## src/rtl/asyncmips_pkg.sv

```systemverilog
// Shared types and constants for the asynchronous-decode MIPS front end.
// Holds the fetch FSM state encoding, the dual-rail spacer and instruction field widths.
package asyncmips_pkg;

  localparam int unsigned XLEN     = 32;
  localparam int unsigned OPCODE_W = 6;
  localparam int unsigned IMM_W    = 16;
  localparam int unsigned JADDR_W  = 26;

  // Both rails high is the precharged (null) codeword seen by decode.
  localparam logic [XLEN-1:0] SPACER = 32'hFFFF_FFFF;

  typedef enum logic [2:0] {
    PRECH,
    FETCH,
    EVAL,
    UPDATE,
    HALT
  } fetch_state_e;

endpackage

```

## src/rtl/fetch_next_pc.sv

```systemverilog
// Combinational next-PC selection: jump target, taken branch target or sequential PC.
// Jump takes priority over branch; all arithmetic wraps modulo 2^32.
module fetch_next_pc
  import asyncmips_pkg::*;
(
  input  logic [XLEN-1:0] pc,
  input  logic [XLEN-1:0] ir,
  input  logic            pcsrc,
  input  logic            jump,
  output logic [XLEN-1:0] next_pc
);

  logic [XLEN-1:0] pc_plus4;
  logic [XLEN-1:0] br_off;
  logic [XLEN-1:0] br_target;
  logic [XLEN-1:0] j_target;
  logic            unused_ir;

  assign pc_plus4  = pc + 32'd4;
  assign br_off    = {{(XLEN - IMM_W - 2){ir[IMM_W-1]}}, ir[IMM_W-1:0], 2'b00};
  assign br_target = pc_plus4 + br_off;
  assign j_target  = {pc_plus4[XLEN-1:XLEN-4], ir[JADDR_W-1:0], 2'b00};

  // Opcode bits are decoded downstream; only the address fields matter here.
  assign unused_ir = ^ir[XLEN-1:XLEN-OPCODE_W];

  always_comb begin
    next_pc = pc_plus4;
    if (jump) begin
      next_pc = j_target;
    end else if (pcsrc) begin
      next_pc = br_target;
    end
  end

endmodule

```

## src/rtl/fetch_stage.sv

```systemverilog
// Fetch stage feeding a dual-rail (precharge/evaluate) decode stage.
// Sequences PRECH -> FETCH -> EVAL -> UPDATE per instruction, with a timeout into HALT.
module fetch_stage
  import asyncmips_pkg::*;
#(
  parameter logic [31:0] RESET_PC = 32'h0000_0000,
  parameter int unsigned TIMEOUT  = 255
) (
  input  logic        clk,
  input  logic        reset,
  output logic        imem_req,
  output logic [31:0] imem_addr,
  input  logic        imem_ack,
  input  logic [31:0] imem_rdata,
  output logic        precharge,
  output logic [31:0] instr,
  output logic [31:0] ninstr,
  input  logic        complete,
  input  logic        pcsrc,
  input  logic        npcsrc,
  input  logic        jump,
  input  logic        njump,
  output logic [31:0] pc,
  output logic        error
);

  localparam int unsigned CntW = (TIMEOUT > 1) ? $clog2(TIMEOUT + 1) : 1;
  localparam logic [CntW-1:0] TimeoutVal = CntW'(TIMEOUT);

  fetch_state_e    state_q, state_d;
  logic [31:0]     pc_q, pc_d;
  logic [31:0]     ir_q, ir_d;
  logic [CntW-1:0] cnt_q, cnt_d;
  logic            err_q, err_d;
  logic            pcsrc_q, pcsrc_d;
  logic            jump_q, jump_d;
  logic            cnt_hit;
  logic            counting;
  logic            timeout;
  logic [31:0]     next_pc;

  assign cnt_hit  = (cnt_q + 1'b1) == TimeoutVal;
  // Waiting on decode: complete stuck high while precharging, or stuck low while evaluating.
  assign counting = ((state_q == PRECH) && complete) || ((state_q == EVAL) && !complete);

  always_ff @(posedge clk) begin
    if (reset) begin
      state_q <= PRECH;
    end else begin
      state_q <= state_d;
    end
  end

  always_comb begin
    state_d = state_q;
    timeout = 1'b0;
    unique case (state_q)
      PRECH: begin
        if (!complete) begin
          state_d = FETCH;
        end else if (cnt_hit) begin
          state_d = HALT;
          timeout = 1'b1;
        end
      end
      FETCH: begin
        if (imem_ack) begin
          state_d = EVAL;
        end
      end
      EVAL: begin
        if (complete) begin
          state_d = UPDATE;
        end else if (cnt_hit) begin
          state_d = HALT;
          timeout = 1'b1;
        end
      end
      UPDATE:  state_d = PRECH;
      HALT:    state_d = HALT;
      default: state_d = PRECH;
    endcase
  end

  always_comb begin
    imem_req  = 1'b0;
    precharge = 1'b1;
    instr     = SPACER;
    ninstr    = SPACER;
    unique case (state_q)
      FETCH: imem_req = 1'b1;
      EVAL, UPDATE: begin
        precharge = 1'b0;
        instr     = ir_q;
        ninstr    = ~ir_q;
      end
      default: ;
    endcase
  end

  fetch_next_pc u_next_pc (
    .pc      (pc_q),
    .ir      (ir_q),
    .pcsrc   (pcsrc_q),
    .jump    (jump_q),
    .next_pc (next_pc)
  );

  always_comb begin
    pc_d    = pc_q;
    ir_d    = ir_q;
    err_d   = err_q | timeout;
    pcsrc_d = pcsrc_q;
    jump_d  = jump_q;

    if (state_d != state_q) begin
      cnt_d = '0;
    end else if (counting) begin
      cnt_d = cnt_q + 1'b1;
    end else begin
      cnt_d = cnt_q;
    end

    if ((state_q == FETCH) && imem_ack) begin
      ir_d = imem_rdata;
    end
    // Decisions are resolved only when the rails differ; a null codeword reads as not taken.
    if ((state_q == EVAL) && complete) begin
      pcsrc_d = pcsrc & ~npcsrc;
      jump_d  = jump & ~njump;
    end
    if (state_q == UPDATE) begin
      pc_d = next_pc;
    end
  end

  always_ff @(posedge clk) begin
    if (reset) begin
      pc_q    <= RESET_PC;
      ir_q    <= '0;
      cnt_q   <= '0;
      err_q   <= 1'b0;
      pcsrc_q <= 1'b0;
      jump_q  <= 1'b0;
    end else begin
      pc_q    <= pc_d;
      ir_q    <= ir_d;
      cnt_q   <= cnt_d;
      err_q   <= err_d;
      pcsrc_q <= pcsrc_d;
      jump_q  <= jump_d;
    end
  end

  assign imem_addr = pc_q;
  assign pc        = pc_q;
  assign error     = err_q;

endmodule

```

## config.mk

```make
export PLATFORM = sky130hd
export DESIGN_NAME = fetch_stage
export DESIGN_NICKNAME = d
export VERILOG_FILES = /design/src/rtl/asyncmips_pkg.sv /design/src/rtl/fetch_next_pc.sv /design/src/rtl/fetch_stage.sv
export SDC_FILE = /design/constraint.sdc
export NUM_CORES = 1
export LEC_CHECK = 0
export BUFFER_PORTS_ARGS = -buffer_cell sky130_fd_sc_hd__buf_2
export CORE_MARGIN = 1.5
export CORE_UTILIZATION = 55
export DETAILED_ROUTE_END_ITERATION = 10
export HOLD_SLACK_MARGIN = 0.08
export PLACE_DENSITY = 0.81
export SYNTH_ARGS = -nofsm -noshare
export SYNTH_HDL_FRONTEND = slang
export SYNTH_SLANG_ARGS = --single-unit
```

## constraint.sdc

```tcl
create_clock -name clk -period 8.55 [get_ports clk]
set_input_delay 1.2825 -clock clk [delete_from_list [all_inputs] [get_ports clk]]
set_output_delay 1.2825 -clock clk [all_outputs]
set_load 0.01 [all_outputs]
```

# Word level (Yosys, flattened, before mapping)

Index checks and enable logic that the tools add are counted.

Bitwise gates (word level): 6
Reductions and logical operators: 9
$add $sub $neg: 3
Mux-type cells: 15
Equality and inequality tests: 6

Operators with widths:

| cell                    | number |
|---|---|
| $mux W32                | 4 |
| $add A32 B3 Y32 const B | 1 |
| $add A32 B32 Y32        | 1 |
| $not A32 Y32            | 1 |
| $mux W3                 | 4 |
| $pmux W3 S4             | 1 |
| $add A8 B1 Y8 const B   | 1 |
| $eq A8 B8 Y1 const B    | 1 |
| $eq A3 B2 Y1 const B    | 2 |
| $mux W1                 | 5 |
| $logic_and A1 B1 Y1     | 4 |
| $reduce_or A2 Y1        | 2 |
| $eq A3 B1 Y1 const B    | 1 |
| $eq A3 B3 Y1 const B    | 1 |
| $logic_not A3 Y1        | 1 |
| $ne A3 B3 Y1            | 1 |
| $and A1 B1 Y1           | 2 |
| $not A1 Y1              | 2 |
| $pmux W1 S2             | 1 |
| $logic_not A1 Y1        | 1 |
| $logic_or A1 B1 Y1      | 1 |
| $or A1 B1 Y1            | 1 |

Word-level logic and storage cells: 46
Register bits after elaboration: 78

# Longest topological paths before layout

Depth after elaboration: 7
Depth in mapped cells: 16
Mapped depth without buffers: 14

# By module

From an unflattened synthesis, not the netlist that was laid out.

Cell total of the unflattened synthesis: 899
Area total of the unflattened synthesis: 6356.1 µm²

By module, submodules not included:

| module        | cells each | instances | area each (µm²) |
|---|---|---|---|
| fetch_stage   | 483        | 1         | 3624.7 |
| fetch_next_pc | 416        | 1         | 2731.4 |

# Worst setup path before layout

Ideal clock, no wire load.

Kind: flip-flop to flip-flop
Start point: register pc_q[12], in the netlist imem_addr[12]
End point: register pc_q[31], in the netlist imem_addr[31]
Path buffers: 1
Setup slack: 5.032 ns
Data required time: 8.413 ns
Cell stages (with the launch flop): 15
Arrival time: 3.380 ns
Period minus slack after synthesis: 3.518 ns
Cells stage by stage: dfxtp_1 nand2_2 or3_1 buf_6 nor3_1 and2_1 xor2_1 ha_1 a21o_1 a21o_1 or3_1 o21ai_1 o21ai_1 a211oi_1 o311ai_2

Cells in the longest elaborated chain, start to end: 4

RTL lines:

| item                     | RTL line            | source |
|---|---|---|
| start: declaration       | fetch_stage.sv:31   | `logic [31:0] pc_q, pc_d;` |
| start signal: assignment | fetch_stage.sv:146  | `pc_q <= pc_d;` |
| $add A32 B3 Y32 (*)      | fetch_next_pc.sv:19 | `assign pc_plus4 = pc + 32'd4;` |
| $add A32 B32 Y32         | fetch_next_pc.sv:21 | `assign br_target = pc_plus4 + br_off;` |
| $mux W32                 | fetch_next_pc.sv:31 | `end else if (pcsrc) begin` |
| $mux W32 (*)             | fetch_next_pc.sv:29 | `if (jump) begin` |

Every way passes the cells marked *; elsewhere a longest branch is shown, timed or not.
A chain may end at the register's enable or synchronous reset.

# Final worst setup path

Start point: register pc_q[13], in the netlist imem_addr[13]
End point: register pc_q[31], in the netlist imem_addr[31]

Same word-level chain as after synthesis.

==> impl_results.md <==
- Pre-antenna DRT Iters: 5
- Crit-path max FO: 7
- Initial antenna violation count: 0
- Outcome: finished, final reports clean
- Main synth FF type: dfxtp_1
- Worst-skew pair later-pin latency: 0.38 ns
- Avg Inst Size Synth: 7.24 µm²
- Most common cell after layout, fill and taps aside: buf_2
- Die W: 109 µm
- Num rows: 38
- Synthesized cell area: 6180 µm²
- Iteration-0 DRC Markers: 537
- TritonCTS clock tree: yes
- Fin nets: 1043
- DRC viols: 0
- Post-CTS Setup Repair Bufs: 0
- Chip Height: 109 µm
- Compound-Gate Fraction of Synth Area: 22.6%
- CP Data Required Time: 8.83 ns
- Layout cells sized above 1: 20.5%
- XOR/XNOR Fraction of Synth Area: 7.94%
- Post-synthesis sequential area ratio: 24.6%
- IO Pins: 171
- Fillers: 985
- CP Capture Type: flop
- Slew Limit Headroom: 21.9%
- Most frequent cells in the layout: 166 x buf_2, 160 x nand2_1, 87 x a21oi_1, 76 x dfxtp_1, 53 x nor2_1
- Clock skew: 0.0168 ns
- Mux share of post-synthesis cell area: 1.30%
- Post-Synth Adder-Cell Area: 8.23%
- CP max stage delay: 0.52 ns
- Fmax: 0.252 GHz
- P_leak: 2.98 nW
- Register Area: 1520 µm²
- Max Cap Viol: 0
- CTS Sinks: 76
- Syn Inst Count: 853
- Yosys cell types: 67
- Buffers on Ports: 166
- Number of CTS-inserted buffers: 9
- Via/cell ratio: 5.88
- HP Class: flop to flop
- H-tree Lvls: 3
- Clk pin slew, worst setup/hold paths: 0.09 ns
- Vias in the first global route: 5775
- Die area: 11900 µm²
- WP data arrival: 4.25 ns
- Crit-path cells: nand2_2 -> or3_1 -> nor3_1 -> nand2_1 -> xnor2_1 -> ha_1 -> nand3_1 -> nor3_1 -> o2111ai_1 -> a311oi_1 -> o21ai_1 -> o21ai_1 -> a211oi_1 -> o311ai_2
- Pwr dens: 113 nW/µm²
- Final period util: 46.4%
- WL/cell: 16.6 µm
- Worst Tran Pin Value: 1.17 ns
- Critical path launch point type: flop
- Largest net degree at the start of global routing: 61
- First-pass GRT wire length: 28.7 mm
- Setup violators final: 0
- Ys Warns: 0
- Cts hold-fix bufs: 0
- Synth-to-Final Area Change: 13.9%
- Total negative slack: 0 ns
- Crit path time final: 3.97 ns
- Core footprint: 10900 µm²
- Max Slew Vio Count: 0
- Largest family of logic cells by synthesized area: simple AND/OR/NAND/NOR gates
- CP max-delay cell: a311oi_1
- Final Wtd Congestion: 0.934
- Max Buffers Root-to-Sink: 2
- DP Wirelength: 13.4 mm
- Grt ovf: 0
- Synth Area in Simple Gates: 27.0%
- Kind of critical path: flop to flop
- Diode count: 0
- Routed vias: 6516
- Antenna-violating nets left: 0
- Final hold vios: 0
- Final WL: 18.3 mm
- Pwr Total: 0.000797 W
- Post-synth EDFFs: 0
- Worst vdd ir: 140 µV
- Synthesized flop and latch total: 76
- RSZ-0062 raised after global routing: false
- All-Layer GR Usage: 31.0%
- Post-cts resize count: 0
- Multi-input gate area: 4170 µm²
- Asr flop ratio synth: 0%
- CTS Root Cell: clkbuf_8
- Initial core utilization: 56.7%
[synthesized netlist by cell type (4+ instances only)]
cell type | count | area share [%]
a211o_1 | 4 | 0.57
nor2_1 | 53 | 3.2
nand2_1 | 160 | 9.7
and3_1 | 9 | 0.91
inv_1 | 22 | 1.3
clkbuf_1 | 37 | 2.2
o221ai_1 | 4 | 0.57
buf_4 | 34 | 4.1
nand3_1 | 22 | 1.8
or4_1 | 4 | 0.49
xor2_1 | 19 | 2.7
o211ai_1 | 9 | 1.1
a21oi_1 | 87 | 7.1
nor3_1 | 20 | 1.6
a21o_1 | 17 | 2.1
and4_1 | 4 | 0.57
mux2i_1 | 8 | 1.3
ha_1 | 39 | 7.9
nand4_1 | 13 | 1.3
o31ai_1 | 4 | 0.49
nand2b_1 | 36 | 3.6
buf_1 | 4 | 0.24
o21a_1 | 5 | 0.61
or3_1 | 4 | 0.41
and2_1 | 11 | 1.1
a31oi_1 | 10 | 1.0
dfxtp_1 | 76 | 25
a32oi_1 | 4 | 0.57
a211oi_1 | 8 | 0.97
xnor2_1 | 37 | 5.2
o21ai_0 | 32 | 2.6
[registers in the layout, indices dropped and copies added, names as in the netlist]
register   count
cnt_q          8
imem_addr     30
pcsrc_q        1
error          1
ir_q          32
jump_q         1
state_q        3
[through the flow]
stage               instances  worst slack [ns]  area (µm²)  utilization, %  hold WS (ns)
floorplan                 856              5.03        6190               -         0.444
global route             1108              4.32        7040            64.6         0.477
global placement         1092              4.77        6830            62.7         0.432
finish                   1108              4.58        7040            64.6         0.452
CTS                      1108              4.65        7040            64.6         0.455
detailed placement       1092              4.66        6830            62.7         0.439
[layout make-up]
| type | instances | area share, % |
|---|---|---|
| clock inverters | 7 | 1.19 |
| well taps | 140 | 2.49 |
| clock buffers | 9 | 1.76 |
| multi-input cells | 681 | 59.2 |
| inverters | 22 | 1.17 |
| flip-flops and latches | 76 | 21.6 |
| repair buffers | 173 | 12.6 |
[path summary, 6_finish.rpt]
path | cells past startpoint | from | endpoint | slack (ns)
hold / removal | 2 | error | error | 0.45
setup / recovery | 14 | imem_addr[13] | imem_addr[31] | 4.58
hold reg to reg | 2 | error | error | 0.45
setup reg to reg | 14 | imem_addr[13] | imem_addr[31] | 4.58
[cells by family (layout without fill, tap and decap cells)]
logic type                 Yosys count  after routing
xor gates and xnor gates            56             56
DFF                                 76             76
AOI/OAI and AO/OA                  220            220
and+or+nand+nor                    353            353
muxes                                8              8
other                                1              4
buffers and inverters               99            211
adders and majority gates           40             40
[routing by layer]
layer  part of all wire [%]  track usage (%)  vias to the layer above
li1                       -                -                     3203
met1                     43             40.6                     2952
met2                     45             49.6                      308
met3                    9.0             6.22                       53
met4                    3.2             12.8                        0
met5                      0                0                        -
[critical path: cells and delay by family, from the launching register on]
family / cells / cell delay, ns
xor+xnor: 1 / 0.16
flops: 1 / 0.45
simple gates: 6 / 1.44
compound gates: 6 / 1.42
fa+ha+maj: 1 / 0.42
[report_power, final]
group          switching [W]  internal, W  leakage [nW]  total [W]
combinational      0.0000710    0.0000449          2.26   0.000116
clock               0.000163     0.000140         0.102   0.000303
sequential         0.0000148     0.000363         0.615   0.000378
total               0.000249     0.000548          2.98   0.000797
No activity file was read; power rests on OpenSTA's default activity.
